==> src/rtl/xvga_timing_gen.sv <==
// Raster timing generator: hcount/vcount scan position, sync/blank strobes,
// and a delayed copy of the strobes aligned with the renderers' pixel output.
module xvga_timing_gen #(
  parameter int H_ACTIVE   = 1024,
  parameter int H_FP       = 24,
  parameter int H_SYNC     = 136,
  parameter int H_BP       = 160,
  parameter int V_ACTIVE   = 768,
  parameter int V_FP       = 3,
  parameter int V_SYNC     = 6,
  parameter int V_BP       = 29,
  parameter int SYNC_DELAY = 3
) (
  input  logic        pixel_clk,
  input  logic        reset,
  output logic [10:0] hcount,
  output logic [9:0]  vcount,
  output logic        hsync,
  output logic        vsync,
  output logic        blank,
  output logic        frame_start,
  output logic        hsync_d,
  output logic        vsync_d,
  output logic        blank_d
);

  localparam int H_TOTAL = H_ACTIVE + H_FP + H_SYNC + H_BP;
  localparam int V_TOTAL = V_ACTIVE + V_FP + V_SYNC + V_BP;

  localparam logic [10:0] H_LAST     = 11'(H_TOTAL - 1);
  localparam logic [10:0] H_ACT      = 11'(H_ACTIVE);
  localparam logic [10:0] HS_START   = 11'(H_ACTIVE + H_FP);
  localparam logic [10:0] HS_END     = 11'(H_ACTIVE + H_FP + H_SYNC);
  localparam logic [9:0]  V_LAST     = 10'(V_TOTAL - 1);
  localparam logic [9:0]  V_ACT      = 10'(V_ACTIVE);
  localparam logic [9:0]  VS_START   = 10'(V_ACTIVE + V_FP);
  localparam logic [9:0]  VS_END     = 10'(V_ACTIVE + V_FP + V_SYNC);

  logic [10:0] h_next;
  logic [9:0]  v_next;
  logic        hsync_next;
  logic        vsync_next;
  logic        blank_next;
  logic        frame_start_next;

  // Strobes are decoded from the next counter values so that once registered
  // they line up exactly with the counters; any out-of-range count wraps to 0.
  always_comb begin
    h_next = hcount + 11'd1;
    v_next = vcount;
    if (hcount >= H_LAST) begin
      h_next = 11'd0;
      if (vcount >= V_LAST) v_next = 10'd0;
      else                  v_next = vcount + 10'd1;
    end else if (vcount > V_LAST) begin
      v_next = 10'd0;
    end
    hsync_next       = !((h_next >= HS_START) && (h_next < HS_END));
    vsync_next       = !((v_next >= VS_START) && (v_next < VS_END));
    blank_next       = (h_next >= H_ACT) || (v_next >= V_ACT);
    frame_start_next = (h_next == 11'd0) && (v_next == 10'd0);
  end

  always_ff @(posedge pixel_clk) begin
    if (reset) begin
      hcount      <= 11'd0;
      vcount      <= 10'd0;
      hsync       <= 1'b1;
      vsync       <= 1'b1;
      blank       <= 1'b0;
      frame_start <= 1'b1;
    end else begin
      hcount      <= h_next;
      vcount      <= v_next;
      hsync       <= hsync_next;
      vsync       <= vsync_next;
      blank       <= blank_next;
      frame_start <= frame_start_next;
    end
  end

  // Stage 0 takes the registered strobes, so stage N-1 lags them by N cycles.
  generate
    if (SYNC_DELAY == 0) begin : g_no_delay
      assign hsync_d = hsync;
      assign vsync_d = vsync;
      assign blank_d = blank;
    end else begin : g_delay
      logic [SYNC_DELAY-1:0][2:0] pipe;

      always_ff @(posedge pixel_clk) begin
        if (reset) begin
          for (int i = 0; i < SYNC_DELAY; i++) pipe[i] <= 3'b110;
        end else begin
          pipe[0] <= {hsync, vsync, blank};
          for (int i = 1; i < SYNC_DELAY; i++) pipe[i] <= pipe[i-1];
        end
      end

      assign hsync_d = pipe[SYNC_DELAY-1][2];
      assign vsync_d = pipe[SYNC_DELAY-1][1];
      assign blank_d = pipe[SYNC_DELAY-1][0];
    end
  endgenerate

endmodule

==> config.mk <==
export PLATFORM = sky130hd
export DESIGN_NAME = xvga_timing_gen
export DESIGN_NICKNAME = d
export VERILOG_FILES = /design/src/rtl/xvga_timing_gen.sv
export SDC_FILE = /design/constraint.sdc
export NUM_CORES = 1
export LEC_CHECK = 0
export CAP_MARGIN = 20
export CORE_ASPECT_RATIO = 0.7
export CORE_MARGIN = 2
export CORE_UTILIZATION = 25
export DETAILED_ROUTE_END_ITERATION = 8
export HOLD_SLACK_MARGIN = 0.03
export PLACE_DENSITY = 0.47
export SYNTH_ARGS = -nofsm -noshare
export SYNTH_HDL_FRONTEND = slang
export SYNTH_SLANG_ARGS = --single-unit
export TNS_END_PERCENT = 1
==> constraint.sdc <==
create_clock -name pixel_clk -period 2.8 [get_ports pixel_clk]
set_input_delay 0.56 -clock pixel_clk [delete_from_list [all_inputs] [get_ports pixel_clk]]
set_output_delay 0.56 -clock pixel_clk [all_outputs]
set_load 0.005 [all_outputs]
== After elaboration in Yosys (flattened, before gate mapping) ==
Cells that the tools add are included.

* Register bits: 34

* Add/subtract/negate cells: 2
* $lt $le $gt $ge: 9
* Muxes and demuxes: 4
* Reduce and logical (&&, ||, !) cells: 8

{| class="wikitable"
|+ Operator list
! operator !! count
|-
| >= comparator 11 bit, second input constant || 3
|-
| >= comparator 10 bit, second input constant || 3
|-
| two-way mux 10 bit || 3
|-
| adder 11 x 1 -> 11 bit, second input constant || 1
|-
| logical NOT 11 bit || 1
|-
| < comparator 11 bit, second input constant || 1
|-
| two-way mux 11 bit || 1
|-
| adder 10 x 1 -> 10 bit, second input constant || 1
|-
| > comparator 10 bit, second input constant || 1
|-
| logical NOT 10 bit || 1
|-
| < comparator 10 bit, second input constant || 1
|-
| logical AND 1 bit || 3
|-
| logical NOT 1 bit || 2
|-
| logical OR 1 bit || 1
|}

== Logic depth before layout (Yosys ltp) ==
Gate-level depths: netlist (run 1).

* Depth in word-level cells: 6
* Depth in mapped cells: 10
* Depth with buffers taken out: 9

== Worst setup path before layout (run 1) ==
OpenSTA, ideal clock, no wires.

* Kind: register to register
* From: register hcount[1]
* To: register vsync
* Library setup time: 127 ps
* Arrival time: 2406 ps
* Setup slack: 267 ps
* Cell stages (with the launch flop): 10
* Buffers on the path: 1
* Path through: dfxtp_1 -> ha_1 -> a21o_1 -> a2111oi_4 -> a2bb2oi_2 -> buf_4 -> a22oi_2 -> o211a_1 -> mux2_2 -> or3_1

* Longest elaborated chain between the ends: 5

{| class="wikitable"
|+ Ends and longest elaborated chain
! element !! line !! RTL
|-
| start: declaration || 16 || <nowiki>output logic [10:0] hcount,</nowiki>
|-
| start signal: assignment || 73 || <nowiki>hcount <= h_next;</nowiki>
|-
| >= comparator 11 bit (*) || 51 || <nowiki>if (hcount >= H_LAST) begin</nowiki>
|-
| two-way mux 10 bit (*) || 51 ||
|-
| >= comparator 10 bit / < comparator 10 bit (equally long branches) || 59 || <nowiki>vsync_next = !((v_next >= VS_START) && (v_next < VS_END));</nowiki>
|-
| logical AND 1 bit (*) || 59 ||
|-
| logical NOT 1 bit (*) || 59 ||
|-
| end signal: assignment || 76 || <nowiki>vsync <= vsync_next;</nowiki>
|-
| end: declaration || 19 || <nowiki>output logic vsync,</nowiki>
|}

Mark *: on every way between the ends. The rest lies on a longest branch, timed or not.
A chain may end at the register's enable or synchronous reset.

== Worst setup path after layout (run 1) ==
* From: register hcount[0]
* To: register vsync

Same word-level chain as after synthesis.

==> results.sh, run 1 <==
export IMPL_final_min_period_over_clock_period=0.931
export IMPL_setup_slack_ns=0.194
export IMPL_vias=1610
export IMPL_ctsHoldBuffers=0
export IMPL_yosysSeqAreaShare=0.380
export IMPL_cap_viol_max_count=0
export IMPL_hold_viol=0
export IMPL_post_route_min_period_ns=2.61
export IMPL_synth_async_sr_flop_share=0
export IMPL_worst_setup_path_startpoint="hcount[0]"
export IMPL_groute_usage_overall=0.132
export IMPL_start_util=0.262
export IMPL_hold_path_class="reg -> reg"
export IMPL_grt_antenna_before_repair=0
export IMPL_setup_violations=0
export IMPL_area_growth_pct=34.2
export IMPL_fin_skew_ns=0.00790
export IMPL_largest_registers="hcount (11), vcount (10), g_delay.pipe (6)"
export IMPL_largest_register_ffs=11
export IMPL_fp_coreArea_um2=6850
export IMPL_netlist_area_leader_share=0.380
export IMPL_post_drt_wl_per_cell_um=13.1
export IMPL_num_rows=25
export IMPL_syn_avg_cell_area_um2=8.62
export IMPL_seq_area_um2=681
export IMPL_clk_path_buf_depth=2
export IMPL_endpoint="vsync"
export IMPL_route_antenna_remaining_nets=0
export IMPL_dp_slack_ns=0.107
export IMPL_synth_cell_type_count=55
export IMPL_num_io_pins=30
export IMPL_dpl_hpwl_um=3460
export IMPL_cts_htree_levels=2
export IMPL_post_synthesis_cell_type_with_the_largest_combined_area="sky130_fd_sc_hd__dfxtp_1"
export IMPL_layout_drive_gt1_share=0.185
export IMPL_netlist_top_cells_area="sky130_fd_sc_hd__dfxtp_1 (38%), sky130_fd_sc_hd__nor2_1 (4.4%), sky130_fd_sc_hd__a21oi_1 (3.9%)"
export IMPL_largest_net_degree_at_the_start_of_global_routing=18
export IMPL_dp_cells=344
export IMPL_reg2reg_slack_ns=0.19
export IMPL_fillerInstances=715
export IMPL_timing_worst_setup_path_type="reg -> reg"
export IMPL_crit_reg2reg_launch="hcount[0]"
export IMPL_antenna_cells_inserted=0
export IMPL_grt_first_pass_wirelength_um=8050
export IMPL_cts_tree="built"
export IMPL_synth_ff_latch_count=34
export IMPL_cp_end_kind="flip-flop"
export IMPL_synth_top_flop_cell="sky130_fd_sc_hd__dfxtp_1"
export IMPL_setup_tns_final_ns=0
export IMPL_post_drt_via_cell_ratio=4.56
export IMPL_number_of_flops_mapped_to_enable_cells_by_yosys=0
export IMPL_report_power_total_w=0.000947
export IMPL_slew_headroom=0.683
export IMPL_outcome="complete, no violations"
export IMPL_die_extent_in_y_um=74.9
export IMPL_grt_remaining_overflow=0
export IMPL_slew_violations=0
export IMPL_nets=264
export IMPL_critical_path_arrival_ns=2.79
export IMPL_via_count_of_the_first_global_routing_pass=1585
export IMPL_insertion_delay_ns=0.30
export IMPL_max_slew_worst_pin_slew_ns=0.472
export IMPL_clock_root_buffer="sky130_fd_sc_hd__clkbuf_8"
export IMPL_largest_register="hcount"
export IMPL_drcViolationCount=0
export IMPL_worst_setup_path_start_kind="flip-flop"
export IMPL_worstRegToRegCells=9
export IMPL_peak_freq_mhz=384
export IMPL_crit_path_max_fanout=7
export IMPL_clock_sinks=34
export IMPL_clock_buffer_count_from_cts=5
export IMPL_placement_io_buffers=29
export IMPL_static_leakage_power_nw=0.904
export IMPL_syn_num_nets=214
export IMPL_multi_input_comb_area_um2=1010
export IMPL_floorplan_die_width_um=105
export IMPL_final_instance_count_excl_fill=353
export IMPL_clk_transition_reported_paths_ns=0.08
export IMPL_post_cts_setup_buffer_count=0
export IMPL_crit_reg2reg_capture="vsync"
export IMPL_post_cts_resized_instances=0
export IMPL_netlist_area_um2=1790
export IMPL_drt_total_wl_um=4640
export IMPL_drt_pass1_iterations=4
export IMPL_required_ns=2.98
export IMPL_vdd_ir_drop_worst_uv=150
export IMPL_rsz0062_at_grt="no"
export IMPL_synth_yosys_warnings=0
export IMPL_die_area_um2=7880
export IMPL_drt_iter0_drc=59
export IMPL_gp_congestion=0.769
export IMPL_power_density_cell_area_nw_per_um2=394
export IMPL_syn_inst=208
==> power breakdown <==
group,internal (W),leakage (nW),total [W],switching (W)
Combinational,0.0000261,0.582,0.0000551,0.0000290
Sequential,0.000488,0.275,0.000491,0.00000262
Clock,0.000198,0.0472,0.000401,0.000203
Total,0.000712,0.904,0.000947,0.000235
==> placed cells by master, fill, tap and decap left out, types with 4 or more instances in the layout <==
cell,instances
sky130_fd_sc_hd__dfxtp_1,34
sky130_fd_sc_hd__clkdlybuf4s50_1,29
sky130_fd_sc_hd__buf_4,24
sky130_fd_sc_hd__nor2_1,21
sky130_fd_sc_hd__a21oi_1,14
sky130_fd_sc_hd__nand2_1,13
sky130_fd_sc_hd__nand3_1,12
sky130_fd_sc_hd__inv_1,8
sky130_fd_sc_hd__nand4_1,6
sky130_fd_sc_hd__or2_2,6
sky130_fd_sc_hd__clkbuf_8,6
sky130_fd_sc_hd__o21ai_0,5
sky130_fd_sc_hd__xor2_1,5
sky130_fd_sc_hd__o21ai_1,4
sky130_fd_sc_hd__nor2b_1,4
sky130_fd_sc_hd__o31ai_1,4
sky130_fd_sc_hd__and3_1,4
sky130_fd_sc_hd__nand2b_1,4
sky130_fd_sc_hd__ha_1,4
==> cell usage after synthesis (2+ instances only) <==
cell type                  number
sky130_fd_sc_hd__dfxtp_1       34
sky130_fd_sc_hd__nor2_1        21
sky130_fd_sc_hd__a21oi_1       14
sky130_fd_sc_hd__nand2_1       13
sky130_fd_sc_hd__nand3_1       12
sky130_fd_sc_hd__inv_1          8
sky130_fd_sc_hd__nand4_1        6
sky130_fd_sc_hd__or2_2          6
sky130_fd_sc_hd__o21ai_0        5
sky130_fd_sc_hd__xor2_1         5
sky130_fd_sc_hd__and3_1         4
sky130_fd_sc_hd__ha_1           4
sky130_fd_sc_hd__nand2b_1       4
sky130_fd_sc_hd__nor2b_1        4
sky130_fd_sc_hd__o21ai_1        4
sky130_fd_sc_hd__o31ai_1        4
sky130_fd_sc_hd__a21o_1         3
sky130_fd_sc_hd__a22oi_1        3
sky130_fd_sc_hd__buf_6          3
sky130_fd_sc_hd__clkbuf_1       3
sky130_fd_sc_hd__nor3_1         3
sky130_fd_sc_hd__or3_1          3
sky130_fd_sc_hd__xnor2_1        3
sky130_fd_sc_hd__a31oi_1        2
sky130_fd_sc_hd__and2_1         2
sky130_fd_sc_hd__buf_4          2
sky130_fd_sc_hd__nand3b_1       2
sky130_fd_sc_hd__nand4b_1       2
sky130_fd_sc_hd__o21a_1         2
sky130_fd_sc_hd__o311ai_0       2
==> metrics by stage <==
step	utilization	instance area (um2)	hold slack, ns
2_1_floorplan	-	1790	0.389
3_3_place_gp	0.336	2300	0.391
3_5_place_dp	0.336	2300	0.393
4_1_cts	0.350	2400	0.412
5_1_grt	0.351	2410	0.425
6_report	0.351	2410	0.409
==> metal layers <==
layer / share of wire / global-route usage / up-vias
met5: 0 / 0 / -
li1: - / - / 846
met4: 0.015 / 0.0607 / 0
met3: 0.044 / 0.0312 / 7
met1: 0.57 / 0.198 / 722
met2: 0.37 / 0.176 / 35
==> kinds of logic after synthesis <==
family          synth area share
compound gates             0.214
xor+xnor                  0.0391
fa+ha+maj                 0.0279
buf+inv                   0.0558
flops                      0.380
mux                      0.00628
simple gates               0.277
==> critical path, cell delays in order (launching register included) <==
cell and delay, ns:
sky130_fd_sc_hd__dfxtp_1 0.33, sky130_fd_sc_hd__ha_1 0.20, sky130_fd_sc_hd__a21o_1 0.20, sky130_fd_sc_hd__a2111oi_4 0.29, sky130_fd_sc_hd__buf_4 0.20, sky130_fd_sc_hd__a2bb2oi_2 0.25
sky130_fd_sc_hd__a21oi_1 0.07, sky130_fd_sc_hd__o21ai_1 0.22, sky130_fd_sc_hd__mux2_2 0.37, sky130_fd_sc_hd__or3_1 0.36
==> worst min path at each step <==
stage / startpoint / cells past startpoint / slack, ns / endpoint
3_5_place_dp: g_delay.pipe[1] / 1 / 0.39 / g_delay.pipe[4]
5_1_grt: g_delay.pipe[5] / 1 / 0.43 / hsync_d
3_3_place_gp: g_delay.pipe[2] / 1 / 0.39 / g_delay.pipe[5]
4_1_cts: g_delay.pipe[1] / 1 / 0.41 / g_delay.pipe[4]
2_1_floorplan: g_delay.pipe[1] / 1 / 0.39 / g_delay.pipe[4]
6_report: g_delay.pipe[5] / 1 / 0.41 / hsync_d
==> area by class of cell <==
class                   count  share of cell area
multi-input cells         156               0.421
flip-flops and latches     34               0.283
repair buffers             53               0.196
well taps                  94              0.0489
clock buffers               6              0.0343
inverters                   8              0.0125
clock inverters             2             0.00520
Note: power is estimated with default switching activity, not from simulation.
==> inputs of run 2 (changes only) <==
Settings changed: PLACE_DENSITY 0.47 to not set, PLACE_DENSITY_LB_ADDON set to 0.3.
Clock period 2.8 ns to 3.21 ns, I/O delays scaled along.
==> run 2 against run 1 <==
Sequential share of layout area grew 0.97 points. Count of clock-buffer cells in the layout down 1. Combinational power is 29% lower. Cell count is 4.8% lower. Worst setup slack improved by 0.0068 ns. Final area down 3.3%. First-iteration DRC count increased to 3.3 times the previous value. Register-to-register slack hardly changed. Routed wire length down 7.8%. Worst hold slack gained 0.0010 ns. Global-route usage decreased by 1.2 points. Critical path depth did not move. Critical path type unchanged. Critical endpoint unchanged. Largest cell class unchanged.
==> results.sh, run 2 (synthesized netlist as in run 1, its figures left out) <==
export IMPL_vias=1598
export IMPL_slew_headroom=0.637
export IMPL_post_cts_setup_buffer_count=0
export IMPL_cts_htree_levels=2
export IMPL_worst_setup_path_start_kind="flip-flop"
export IMPL_clk_path_buf_depth=2
export IMPL_floorplan_die_width_um=105
export IMPL_drcViolationCount=0
export IMPL_clock_buffer_count_from_cts=5
export IMPL_antenna_cells_inserted=0
export IMPL_clock_sinks=34
export IMPL_timing_worst_setup_path_type="reg -> reg"
export IMPL_layout_cells_most_common="sky130_fd_sc_hd__dfxtp_1"
export IMPL_fin_skew_ns=0.00898
export IMPL_gp_congestion=0.779
export IMPL_largest_register_ffs=11
export IMPL_final_min_period_over_clock_period=0.937
export IMPL_required_ns=3.39
export IMPL_largest_net_degree_at_the_start_of_global_routing=18
export IMPL_largest_register="hcount"
export IMPL_peak_freq_mhz=332
export IMPL_drt_total_wl_um=4270
export IMPL_worstHoldPathCells=1
export IMPL_die_area_um2=7880
export IMPL_grt_antenna_before_repair=0
export IMPL_nets=247
export IMPL_start_util=0.262
export IMPL_num_rows=25
export IMPL_area_growth_pct=29.7
export IMPL_max_slew_worst_pin_slew_ns=0.541
export IMPL_crit_path_max_fanout=11
export IMPL_post_drt_wl_per_cell_um=12.7
export IMPL_outcome="complete, no violations"
export IMPL_cp_slowest_cell="sky130_fd_sc_hd__a2111oi_4"
export IMPL_cp_buffers_inverters=1
export IMPL_post_route_min_period_ns=3.01
export IMPL_final_cell_mix="sky130_fd_sc_hd__dfxtp_1 (34), sky130_fd_sc_hd__clkdlybuf4s50_1 (29), sky130_fd_sc_hd__nor2_1 (21)"
export IMPL_drt_iter0_drc=194
export IMPL_num_io_pins=30
export IMPL_via_count_of_the_first_global_routing_pass=1475
export IMPL_hold_path_class="reg -> reg"
export IMPL_setup_violations=0
export IMPL_clk_transition_reported_paths_ns=0.08
export IMPL_placement_io_buffers=29
export IMPL_post_cts_resized_instances=0
export IMPL_hold_viol=0
export IMPL_vdd_ir_drop_worst_uv=150
export IMPL_largest_registers="hcount (11), vcount (10), g_delay.pipe (6)"
export IMPL_route_antenna_remaining_nets=0
export IMPL_slew_violations=0
export IMPL_worstRegToRegCells=9
export IMPL_rsz0062_at_grt="no"
export IMPL_power_density_cell_area_nw_per_um2=409
export IMPL_cp_cell_sequence="ha_1, a21o_1, a2111oi_4, a2bb2oi_2, buf_4, a22oi_2, o211a_1, mux2_2, or3_1"
export IMPL_fillerInstances=712
export IMPL_grt_remaining_overflow=0
export IMPL_groute_usage_overall=0.120
export IMPL_static_leakage_power_nw=0.839
export IMPL_ctsHoldBuffers=0
export IMPL_drt_pass1_iterations=4
export IMPL_cap_viol_max_count=0
export IMPL_critical_path_arrival_ns=3.19
export IMPL_critical_path_max_stage_delay_ns=0.57
export IMPL_dpl_hpwl_um=3170
export IMPL_cts_tree="built"
export IMPL_setup_tns_final_ns=0
export IMPL_insertion_delay_ns=0.29
export IMPL_worst_path_dominant_cell_family="compound AO/OA/AOI/OAI gates"
export IMPL_post_drt_via_cell_ratio=4.76
export IMPL_fin_worst_hold_slack_ns=0.411
export IMPL_layout_drive_gt1_share=0.132
export IMPL_fp_coreArea_um2=6850
export IMPL_grt_first_pass_wirelength_um=7460
export IMPL_cp_end_kind="flip-flop"
export IMPL_clock_root_buffer="sky130_fd_sc_hd__clkbuf_8"
export IMPL_die_extent_in_y_um=74.9
export IMPL_cp_num_cells=9
## run 2: cell count changes in the layout (fill, tap and decap cells not counted)
cell                         previous run  this run
sky130_fd_sc_hd__buf_4                 24         7
sky130_fd_sc_hd__a211oi_2               0         1
sky130_fd_sc_hd__clkinv_4               0         1
sky130_fd_sc_hd__clkbuf_8               6         5
sky130_fd_sc_hd__clkinvlp_4             1         0
sky130_fd_sc_hd__bufinv_16              0         2
sky130_fd_sc_hd__a211oi_1               1         0
sky130_fd_sc_hd__clkinv_2               1         0
## run 2: layer usage
metal,up-vias,share of wire,global-route usage
met5,-,0,0
met4,0,0.0068,0.0444
met3,2,0.052,0.0338
met2,46,0.40,0.161
met1,730,0.54,0.180
li1,820,-,-
## run 2: layout make-up
type / count / area, um2 / area share
clock inverters: 3 / 68.8 / 0.0296
flip-flops and latches: 34 / 681 / 0.293
inverters: 8 / 30.0 / 0.0129
repair buffers: 36 / 343 / 0.147
multi-input cells: 156 / 1020 / 0.437
well taps: 94 / 118 / 0.0506
clock buffers: 5 / 68.8 / 0.0296
## run 2: path summary, 6_finish.rpt
kind         slack [ns]              end             from
max                0.20            vsync        hcount[0]
min                0.41  g_delay.pipe[4]  g_delay.pipe[1]
max reg2reg        0.20            vsync        hcount[0]
min reg2reg        0.41  g_delay.pipe[4]  g_delay.pipe[1]
## run 2: power breakdown
| group | internal [W] | switching (W) | leakage (nW) | total, W |
|---|---|---|---|---|
| registers | 0.000426 | 0.00000699 | 0.275 | 0.000433 |
| clock network | 0.000311 | 0.000167 | 0.0683 | 0.000479 |
| logic | 0.0000196 | 0.0000195 | 0.495 | 0.0000390 |
## run 2: metrics by stage
step	cells	power, W	area, um2	setup WS [ns]	util
6_report	336	0.000950	2330	0.201	0.340
5_1_grt	336	0.000990	2330	0.0250	0.340
4_1_cts	336	0.000963	2320	0.227	0.339
3_5_place_dp	328	0.000482	2180	0.230	0.319
3_3_place_gp	328	0.000482	2180	0.329	0.319
2_1_floorplan	208	0.000463	1790	0.677	-
==> inputs of run 3 (changes only) <==
Settings changed: SLEW_MARGIN set to 20.
==> results of run 3 <==
Same layout as run 2: the final DEF is identical, and so are final timing and power.
